<file path="src/rtl/mem_access_ctrl.sv">
// ============================================================================
// Module   : mem_access_ctrl
// Function : Multi-cycle SRAM access controller that freezes the pipeline
//            while a load or store completes. Optional per-direction access
//            counters are enabled with macro MEM_ACCESS_PERF_CNT_EN.
// Revision : 1.0 - initial release
// ============================================================================
`default_nettype none

module mem_access_ctrl #(
   parameter int          WAIT_CYCLES = 5,
   parameter logic [31:0] ADDR_BASE   = 32'd1024,
   parameter int          SRAM_AW     = 18
) (
   input  logic               clk,
   input  logic               rst,
   input  logic               mem_r_en,
   input  logic               mem_w_en,
   input  logic [31:0]        alu_res,
   input  logic [31:0]        val_rm,
   output logic               ready,
   output logic [31:0]        rdata,
   output logic [SRAM_AW-1:0] sram_addr,
   output logic [31:0]        sram_wdata,
   input  logic [31:0]        sram_rdata,
   output logic               sram_we_n,
`ifdef MEM_ACCESS_PERF_CNT_EN
   output logic               sram_oe_n,
   output logic [31:0]        rd_cnt,
   output logic [31:0]        wr_cnt
`else
   output logic               sram_oe_n
`endif
);

   typedef enum logic [1:0] {
      IDLE = 2'd0,
      WAIT = 2'd1,
      DONE = 2'd2
   } state_t;

   localparam logic [3:0] C_LAST = 4'(WAIT_CYCLES - 1);

   state_t        state_q;
   logic [3:0]    cnt_q;
   logic [3:0]    cnt_d;
   logic          wr_q;
   logic [31:0]   addr_q;
   logic [31:0]   wdata_q;
   logic [31:0]   rdata_q;
   logic          we_n_q;
   logic          oe_n_q;
   logic          w_req;
   logic [31:0]   w_offset;
   logic          w_unused;

   assign w_req = mem_r_en | mem_w_en;
   assign cnt_d = cnt_q + 4'd1;

   always_ff @(posedge clk or negedge rst) begin
      if (!rst) begin
         state_q <= IDLE;
         cnt_q   <= 4'd0;
         wr_q    <= 1'b0;
         addr_q  <= 32'd0;
         wdata_q <= 32'd0;
         rdata_q <= 32'd0;
         we_n_q  <= 1'b1;
         oe_n_q  <= 1'b1;
      end else begin
         case (state_q)
            IDLE: begin
               if (w_req) begin
                  // A simultaneous load and store is resolved as a store.
                  wr_q    <= mem_w_en;
                  addr_q  <= alu_res;
                  wdata_q <= val_rm;
                  cnt_q   <= 4'd0;
                  we_n_q  <= ~mem_w_en;
                  oe_n_q  <= mem_w_en;
                  state_q <= WAIT;
               end
            end
            WAIT: begin
               cnt_q <= cnt_d;
               if (cnt_q == C_LAST) begin
                  we_n_q  <= 1'b1;
                  oe_n_q  <= 1'b1;
                  state_q <= DONE;
                  if (!wr_q) begin
                     rdata_q <= sram_rdata;
                  end
               end
            end
            DONE: begin
               state_q <= IDLE;
            end
            default: begin
               we_n_q  <= 1'b1;
               oe_n_q  <= 1'b1;
               state_q <= IDLE;
            end
         endcase
      end
   end

`ifdef MEM_ACCESS_PERF_CNT_EN
   logic [31:0] rd_cnt_q;
   logic [31:0] wr_cnt_q;

   always_ff @(posedge clk or negedge rst) begin
      if (!rst) begin
         rd_cnt_q <= 32'd0;
         wr_cnt_q <= 32'd0;
      end else if (state_q == WAIT && cnt_q == C_LAST) begin
         if (wr_q) begin
            wr_cnt_q <= wr_cnt_q + 32'd1;
         end else begin
            rd_cnt_q <= rd_cnt_q + 32'd1;
         end
      end
   end

   assign rd_cnt = rd_cnt_q;
   assign wr_cnt = wr_cnt_q;
`endif

   // Word address relative to the SRAM window; low addresses wrap silently.
   assign w_offset   = addr_q - ADDR_BASE;
   assign sram_addr  = w_offset[SRAM_AW+1:2];
   assign w_unused   = ^{w_offset[31:SRAM_AW+2], w_offset[1:0]};

   assign sram_wdata = wdata_q;
   assign sram_we_n  = we_n_q;
   assign sram_oe_n  = oe_n_q;
   assign rdata      = rdata_q;
   assign ready      = (state_q == DONE) || ((state_q == IDLE) && !w_req);

endmodule

`default_nettype wire

</file>
<file path="config.mk">
export PLATFORM = sky130hd
export DESIGN_NAME = mem_access_ctrl
export DESIGN_NICKNAME = d
export VERILOG_FILES = /design/src/rtl/mem_access_ctrl.sv
export SDC_FILE = /design/constraint.sdc
export NUM_CORES = 1
export LEC_CHECK = 0
export CAP_MARGIN = 20
export CORE_MARGIN = 5
export CORE_UTILIZATION = 37
export DETAILED_ROUTE_END_ITERATION = 8
export GPL_TIMING_DRIVEN = 0
export PLACE_DENSITY_LB_ADDON = 0.05
export SKIP_CTS_REPAIR_TIMING = 1
export SYNTH_ARGS = -nofsm -noshare
export SYNTH_HDL_FRONTEND = slang
export SYNTH_SLANG_ARGS = --single-unit
export TNS_END_PERCENT = 5
</file>
<file path="constraint.sdc">
create_clock -name clk -period 1.8 [get_ports clk]
set_input_delay 0.18 -clock clk [delete_from_list [all_inputs] [get_ports clk]]
set_output_delay 0.18 -clock clk [all_outputs]
set_load 0.03 [all_outputs]
</file>
Word level (Yosys, flattened, before mapping)
Cells that the tools add are included.
{"block": "classes", "n_addsub": 2, "eq_ne": 5, "mux": 10, "bitwise": 4, "n_reduce_logical": 10}
{"operator": "$sub A20 B11 Y20 const B", "count": 1}
{"operator": "$pmux W4 S2", "count": 1}
{"operator": "$pmux W1 S3", "count": 2}
{"operator": "$reduce_and A2 Y1", "count": 3}
{"operator": "$reduce_and A3 Y1", "count": 2}
{"operator": "$add A4 B1 Y4 const B", "count": 1}
{"operator": "$eq A4 B3 Y1 const B", "count": 1}
{"operator": "$mux W2", "count": 2}
{"operator": "$mux W4", "count": 1}
{"operator": "$ne A2 B2 Y1 const B", "count": 2}
{"operator": "$pmux W2 S2", "count": 1}
{"operator": "$mux W1", "count": 3}
{"operator": "$not A1 Y1", "count": 3}
{"operator": "$eq A2 B1 Y1 const B", "count": 1}
{"operator": "$eq A2 B2 Y1 const B", "count": 1}
{"operator": "$logic_not A2 Y1", "count": 1}
{"operator": "$reduce_bool A2 Y1", "count": 1}
{"operator": "$logic_and A1 B1 Y1", "count": 1}
{"operator": "$logic_not A1 Y1", "count": 1}
{"operator": "$logic_or A1 B1 Y1", "count": 1}
{"operator": "$or A1 B1 Y1", "count": 1}
{"block": "totals", "reg_bits": 93, "in_bits": 100, "output_inout_bits": 85, "wordCells": 39}

Logic depth before layout (Yosys ltp)
Gate-level depths: netlist (run 1).
{"block": "logic_depth", "depth_word": 4, "depth_mapped": 7}

Worst setup path after synthesis (run 1)
No wires, ideal clock.
{"block": "synth_path", "kind": "register to register", "from": "register cnt_q[0]", "to": "register rdata_q[10] (netlist: rdata[10])", "arrival_time_ps": 1644, "slack_ps": 31, "stages_incl_launch_ff": 8, "synth_period_minus_slack_ps": 1769, "path_cell_list": "dfrtp_1 -> inv_1 -> ha_1 -> nand3b_4 -> or3_1 -> buf_6 -> buf_12 -> mux2_4"}
{"block": "synth_via", "elab_chain_cells": 2}
{"item": "start: declaration", "line": "45", "rtl": "logic [3:0] cnt_q;"}
{"item": "start signal: assignment", "line": "85", "rtl": "cnt_q <= cnt_d;"}
{"item": "$eq A4 B3 Y1", "line": "86", "rtl": "if (cnt_q == C_LAST) begin"}
{"item": "$reduce_and A3 Y1 (no source line)"}
{"item": "end signal: assignment", "line": "91", "rtl": "rdata_q <= sram_rdata;"}
{"item": "end: declaration", "line": "50", "rtl": "logic [31:0] rdata_q;"}
Every way passes these cells.
A chain may end at the register's enable or synchronous reset.

Final worst setup path (run 1)
{"block": "layout_path", "from": "register cnt_q[0]", "to": "register rdata_q[15] (netlist: rdata[15])"}
The elaborated chain is that of the path after synthesis.

==> results of run 1 <==
-- cells by family after synthesis --
group | count (synthesis) | share of synthesized area [%]
flops | 91 | 58.5
simple gates | 30 | 4.59
xor+xnor | 8 | 1.80
fa+ha+maj | 3 | 0.963
mux | 83 | 26.8
compound gates | 12 | 2.34
buf+inv | 26 | 5.01
-- registers in the layout (all words and copies together) (netlist names) --
register and cells:
state_q 2, wr_q 1, addr_q 18, sram_we_n 1, sram_wdata 32, cnt_q 4
sram_oe_n 1, rdata 32
-- synth_stat cells (2+ instances only) --
cell type,number
dfrtp_1,89
mux2_2,52
mux2_4,30
buf_4,9
nor2_1,9
inv_1,7
buf_2,6
xnor2_1,6
nand3_1,4
a22o_1,3
buf_12,3
ha_1,3
nand2_1,3
nor3_1,3
o21ai_0,3
a211oi_1,2
a221oi_1,2
dfstp_2,2
xor2_1,2
-- report_power, final --
part	internal [mW]	switching, mW
combinational	3.41	3.45
sequential	3.11	0.634
clock	0.662	0.679
-- per-stage QoR --
| step | setup TNS, ns | utilization [%] | cells | area, um^2 |
|---|---|---|---|---|
| floorplan | 0 | - | 253 | 3900 |
| global placement | -289.55 | 55.9 | 559 | 5770 |
| detailed placement | -18.84 | 56.1 | 560 | 5800 |
| CTS | -9.33 | 57.9 | 574 | 5980 |
| global route | -4.63 | 58.3 | 575 | 6020 |
| finish | -2.30 | 58.3 | 575 | 6020 |
-- area by class of cell --
cell class,instances,area [um^2],area share [%]
sequential,91,2280,37.9
timing repair buffer,172,1730,28.7
buffer,19,171,2.85
clock buffer,11,141,2.35
inverter,7,26.3,0.436
clock inverter,3,40.0,0.665
multi-input combinational,136,1460,24.3
tap,136,170,2.83
-- layer usage --
metal	up-vias	routed length [um]
li1	1238	-
met1	1317	3930
met2	86	4530
met3	10	631
met4	0	124
met5	-	0
-- layout by cell type (no fill, tap or decap), drive strengths merged, types with 2 or more instances in the layout --
master	instances
a211oi	2
a221oi	2
a22o	3
buf	25
clkbuf	14
clkdlybuf4s50	157
clkinv	2
dfrtp	89
dfstp	2
dlymetal6s2s	5
ha	3
inv	7
mux2	82
nand2	3
nand2b	2
nand3	4
nand3b	2
nor2	9
nor3	4
o21ai	3
xnor2	6
xor2	2
-- worst reg2reg max path, cell delays in order, from the launching register on --
cell      delay (ns)
dfrtp_1         0.43
inv_1           0.08
ha_2            0.18
nand3b_4        0.10
or3_4           0.38
buf_6           0.15
buf_12          0.15
mux2_4          0.30
-- worst paths after layout --
path | startpoint | to | slack, ns | cells after the start
worst min-delay path | rst | addr_q[19]$_DFFE_PN0P_ | 0.36 | 2
worst max register to register | cnt_q[0]$_DFFE_PN0P_ | rdata[15]$_DFFE_PN0P_ | -0.09 | 7
min in group clk | val_rm[0] | sram_wdata[0]$_DFFE_PN0P_ | 0.44 | 2
worst max-delay path | cnt_q[0]$_DFFE_PN0P_ | rdata[15]$_DFFE_PN0P_ | -0.09 | 7
worst min register to register | rdata[19]$_DFFE_PN0P_ | rdata[19]$_DFFE_PN0P_ | 0.51 | 1
max in group asynchronous | rst | sram_we_n$_DFFE_PN1P_ | 0.75 | 3
==> results by group, run 1 <==
Run status
  • Outcome: finished, violations left
  • Failing checks: setup timing

Placed design
  • PortBufs: 170
  • RD Place Congestion: 0.722
  • Post-place setup slack: -0.331 ns
  • Post-detailed-placement half-perimeter wirelength: between 6000 and 7000 um

Timing
  • Hold Violations, Final: 0
  • Relative slew slack: 61.4%
  • Fin crit share: 105%
  • Worst setup margin: -0.0853 ns
  • Final min period: 1.89 ns
  • Clock skew: 0.00528 ns
  • RSZ-0062 raised after global routing: true
  • Max-slew violation count: 0
  • Worst Max-Slew Pin Slew: just under 0.6 ns
  • Max Clock Freq: 0.530 GHz
  • Final setup viols: 30
  • Worst hold slack: 0.358 ns

Worst setup path
  • Slowest stage delay, CP: between 0.4 and 0.5 ns
  • Worst path bufs/invs: 3
  • Crit path max fanout: 10
  • Max stage delay cell, worst path: dfrtp_1
  • WS Path Type: reg2reg
  • CP Launch Type: register
  • CP arrival: 2.12 ns
  • Crit-path cells: inv_1 -> ha_2 -> nand3b_4 -> or3_4 -> buf_6 -> buf_12 -> mux2_4
  • CP delay by family, top: simple AND/OR/NAND/NOR gates
  • Critical Path Sink Type: register
  • CP Data Required Time: 2.03 ns

Final layout
  • Ratio of cells with drive above 1 in the final layout: 31.2%
  • Fillers: 886
  • P&R area growth vs syn: 54.5%
  • Final Net Count: 539
  • # diodes: 0

Clock network
  • Root buffer cell: clkbuf_8
  • Bufs on Longest Clock Path: 2
  • Htree depth: 3
  • CTS buffer count: 9
  • Clock latency on the worst-skew pair: around 0.35 ns
  • CTS tree: built
  • Clock-pin slew of the registers on the worst-case setup and hold paths: 0.09 ns
  • Clock Sinks: ~90

Floorplanning
  • Initial Utilization: 37.8%
  • Cell row count: 37
  • Die Height: roughly 110 um
  • Die ar.: 12,700 um^2
  • DIE WIDTH: 113 um
  • Core area: 10,300 um^2
  • Ports: between 150 and 200

Yosys
  • Top cell type's share of synthesized area: a little under three fifths
  • Synth warnings: 0
  • Async SR Flop Fraction: 100%
  • Netlist cell types: 34
  • Synth top area cells: dfrtp_1 57%, mux2_2 15%, mux2_4 12%, buf_4 1.7%, buf_12 1.5%
  • Post-synthesis cell area: between 3000 and 4000 um^2
  • Synth area leader: dfrtp_1
  • Syn_area_per_cell: 15.4 um^2
  • Register area share after synthesis: 58.5%
  • Yosys reg bits: about 90
  • Predominant post-synthesis flop cell: dfrtp_1
  • Synthesized instance count: between 200 and 300
  • Post-synth EDFFs: 0
  • Syn nets: 356

Route
  • Antenna Nets Post-Route: 0
  • Routed len/inst: 16.0 um
  • DRT iter0 DRCs: 86
  • Final Routed Wirelength: between 9000 and 10,000 um
  • # DRC: 0
  • Vias/cell: 4.61
  • Vias: approximately 2.7k
  • Pre-Repair DR Iteration Count: 4

Power and ir drop
  • IR drop worst, VDD: 0.00112 V
  • Total Power: 11.9 mW
  • Pwr dens: 1980 nW/um^2
  • Leakage: 2.67 nW

Global routing
  • Total grt overflow: 0
  • GR Util met1: 18.4%
  • First-pass GRT wire length: about 15,000 um
  • Initial antenna violation count: 0
  • Largest net degree at the start of global routing: 50
  • Vias in the first global route: ~2.8k
  • Met3 Use GR: under 10%
  • Met2 usage: 23.4%
  • Gr busiest metal: met2
  • GRT Total Usage: 14.6%

Flow run
  • MaxCap Viol Count: 0

Hold path
  • Hold Path Class: in2async
Note: power is estimated with default switching activity, not from simulation.
==> run 2: changes to the inputs <==
==> constraint.sdc (replaced) <==
create_clock -name clk -period 1.6 [get_ports clk]
set_input_delay 0.16 -clock clk [delete_from_list [all_inputs] [get_ports clk]]
set_output_delay 0.16 -clock clk [all_outputs]
set_load 0.03 [all_outputs]
==> run 2 against run 1 <==
Net effect: hold slack improved by 0.0099 ns; die area unchanged; clock skew increased by 0.0085 ns; largest power group unchanged; wire length increased by 2.2%; critical path type unchanged; utilization is 2.0 points higher; the flow still finishes with violations (setup timing).
==> results by group, run 2 (same netlist as run 1, synthesis figures left out) <==
Run status
  • Outcome: finished, violations left
  • Failing checks: setup timing

Global routing
  • Vias in the first global route: around 2.8k
  • Initial antenna violation count: 0
  • GRT Total Usage: 14.7%
  • Largest net degree at the start of global routing: 49
  • Total grt overflow: 0
  • First-pass GRT wire length: 14,800 um

Route
  • Vias/cell: around 4.6
  • Antenna Nets Post-Route: 0
  • Vias: 2,645
  • # DRC: 0
  • DRT iter0 DRCs: 78
  • Final Routed Wirelength: 9430 um
  • Routed len/inst: 16.2 um
  • Pre-Repair DR Iteration Count: 4

Hold path
  • Hold Path Class: in2async

Final layout
  • Final Util: 60.3%
  • Final std cells w/o fill: 581
  • Most frequent cells in the layout: 101 x clkdlybuf4s50_1, 86 x dfrtp_1, 52 x mux2_2
  • P&R area growth vs syn: 59.7%
  • Fin area: 6230 um^2
  • Commonest non-fill, non-tap cell in the layout: clkdlybuf4s50_1
  • Final Net Count: 543
  • # diodes: 0
  • Ratio of cells with drive above 1 in the final layout: 37.3%
  • Fillers: between 800 and 900

Worst setup path
  • Crit path max fanout: 10
  • Critical Path Sink Type: register
  • CP Launch Type: register
  • Slowest stage delay, CP: between 0.4 and 0.5 ns
  • Crit-path cells: inv_1 -> ha_2 -> nand3b_4 -> or3_4 -> buf_6 -> buf_12 -> mux2_4
  • Max stage delay cell, worst path: dfrtp_1
  • CP Data Required Time: 1.84 ns
  • CP arrival: just over 2 ns
  • WS Path Type: reg2reg
  • Worst path bufs/invs: 3
  • CP delay by family, top: simple AND/OR/NAND/NOR gates

Placed design
  • Inst Count DP: between 500 and 600
  • Post-detailed-placement half-perimeter wirelength: 6980 um
  • Post-place setup slack: -0.467 ns
  • PortBufs: 170
  • Post-DP Area: approximately 5800 um^2
  • RD Place Congestion: 0.701

Timing
  • Max-slew violation count: 0
  • Setup TNS Final: -7.78 ns
  • Max Clock Freq: between 0.5 and 0.6 GHz
  • RSZ-0062 raised after global routing: true
  • Final setup viols: 82
  • Worst setup margin: -0.235 ns
  • Worst Max-Slew Pin Slew: 0.639 ns
  • Clock skew: 0.0138 ns
  • Fin crit share: 115%
  • Hold Violations, Final: 0
  • Relative slew slack: 57.4%
  • Worst hold slack: between 0.3 and 0.4 ns
  • Final min period: 1.83 ns

Clock network
  • Htree depth: 3
  • Bufs on Longest Clock Path: 2
  • Root buffer cell: clkbuf_8
  • Clock latency on the worst-skew pair: 0.36 ns
  • Clock Sinks: 91
  • Clock-pin slew of the registers on the worst-case setup and hold paths: 0.09 ns
  • CTS tree: built
  • CTS buffer count: 9

Power and ir drop
  • Pwr dens: 2170 nW/um^2
  • Leakage: 3.15 nW
  • IR drop worst, VDD: 0.00110 V
  • Total Power: about 14 mW

Floorplanning
  • Die Height: 113 um
  • DIE WIDTH: 113 um
  • Core area: around 10,000 um^2
  • Initial Utilization: 37.8%
  • Ports: around 190
  • Cell row count: 37
  • Die ar.: 12,700 um^2

Flow run
  • MaxCap Viol Count: 0
run 2: cell types whose count changed in the layout (fill, tap and decap cells not counted), sizes merged:
cell | before | now
inv | 7 | 10
dlymetal6s2s | 5 | 51
clkdlybuf4s50 | 157 | 101
clkbuf | 14 | 11
clkinvlp | 0 | 2
bufinv | 1 | 0
buf | 25 | 41
clkinv | 2 | 1
run 2: layout make-up:
| cell class | count | area, um^2 | share of cell area, % |
|---|---|---|---|
| timing repair buffer | 176 | 1860 | 29.9 |
| sequential | 91 | 2280 | 36.7 |
| multi-input combinational | 136 | 1520 | 24.4 |
| buffer | 19 | 181 | 2.91 |
| inverter | 7 | 26.3 | 0.422 |
| tap | 136 | 170 | 2.73 |
| clock inverter | 6 | 46.3 | 0.743 |
| clock buffer | 10 | 138 | 2.21 |
run 2: worst paths after layout:
path,startpoint,endpoint,slack (ns),depth (start not counted)
setup / recovery,cnt_q[0]$_DFFE_PN0P_,rdata[24]$_DFFE_PN0P_,-0.23,7
hold / removal,rst,addr_q[10]$_DFFE_PN0P_,0.37,2
setup reg to reg,cnt_q[0]$_DFFE_PN0P_,rdata[24]$_DFFE_PN0P_,-0.23,7
hold reg to reg,sram_wdata[19]$_DFFE_PN0P_,sram_wdata[19]$_DFFE_PN0P_,0.51,1
max in group asynchronous,rst,rdata[25]$_DFFE_PN0P_,0.59,3
min in group clk,sram_rdata[12],rdata[12]$_DFFE_PN0P_,0.41,2
run 2: where the power goes:
part	internal (mW)	switching, mW	leakage (nW)
Combinational	3.87	4.00	2.00
Sequential	3.50	0.703	1.07
Clock	0.622	0.852	0.0897
Total	7.99	5.55	3.15
run 2: routing by layer:
layer  global-route usage, %  routed length [um]  up-vias
met5                       0                   0        -
met4                    4.09                  98        0
met3                    4.64                 584        8
met2                    24.6                4800       83
met1                    18.2                3940     1306
li1                        -                   -     1248
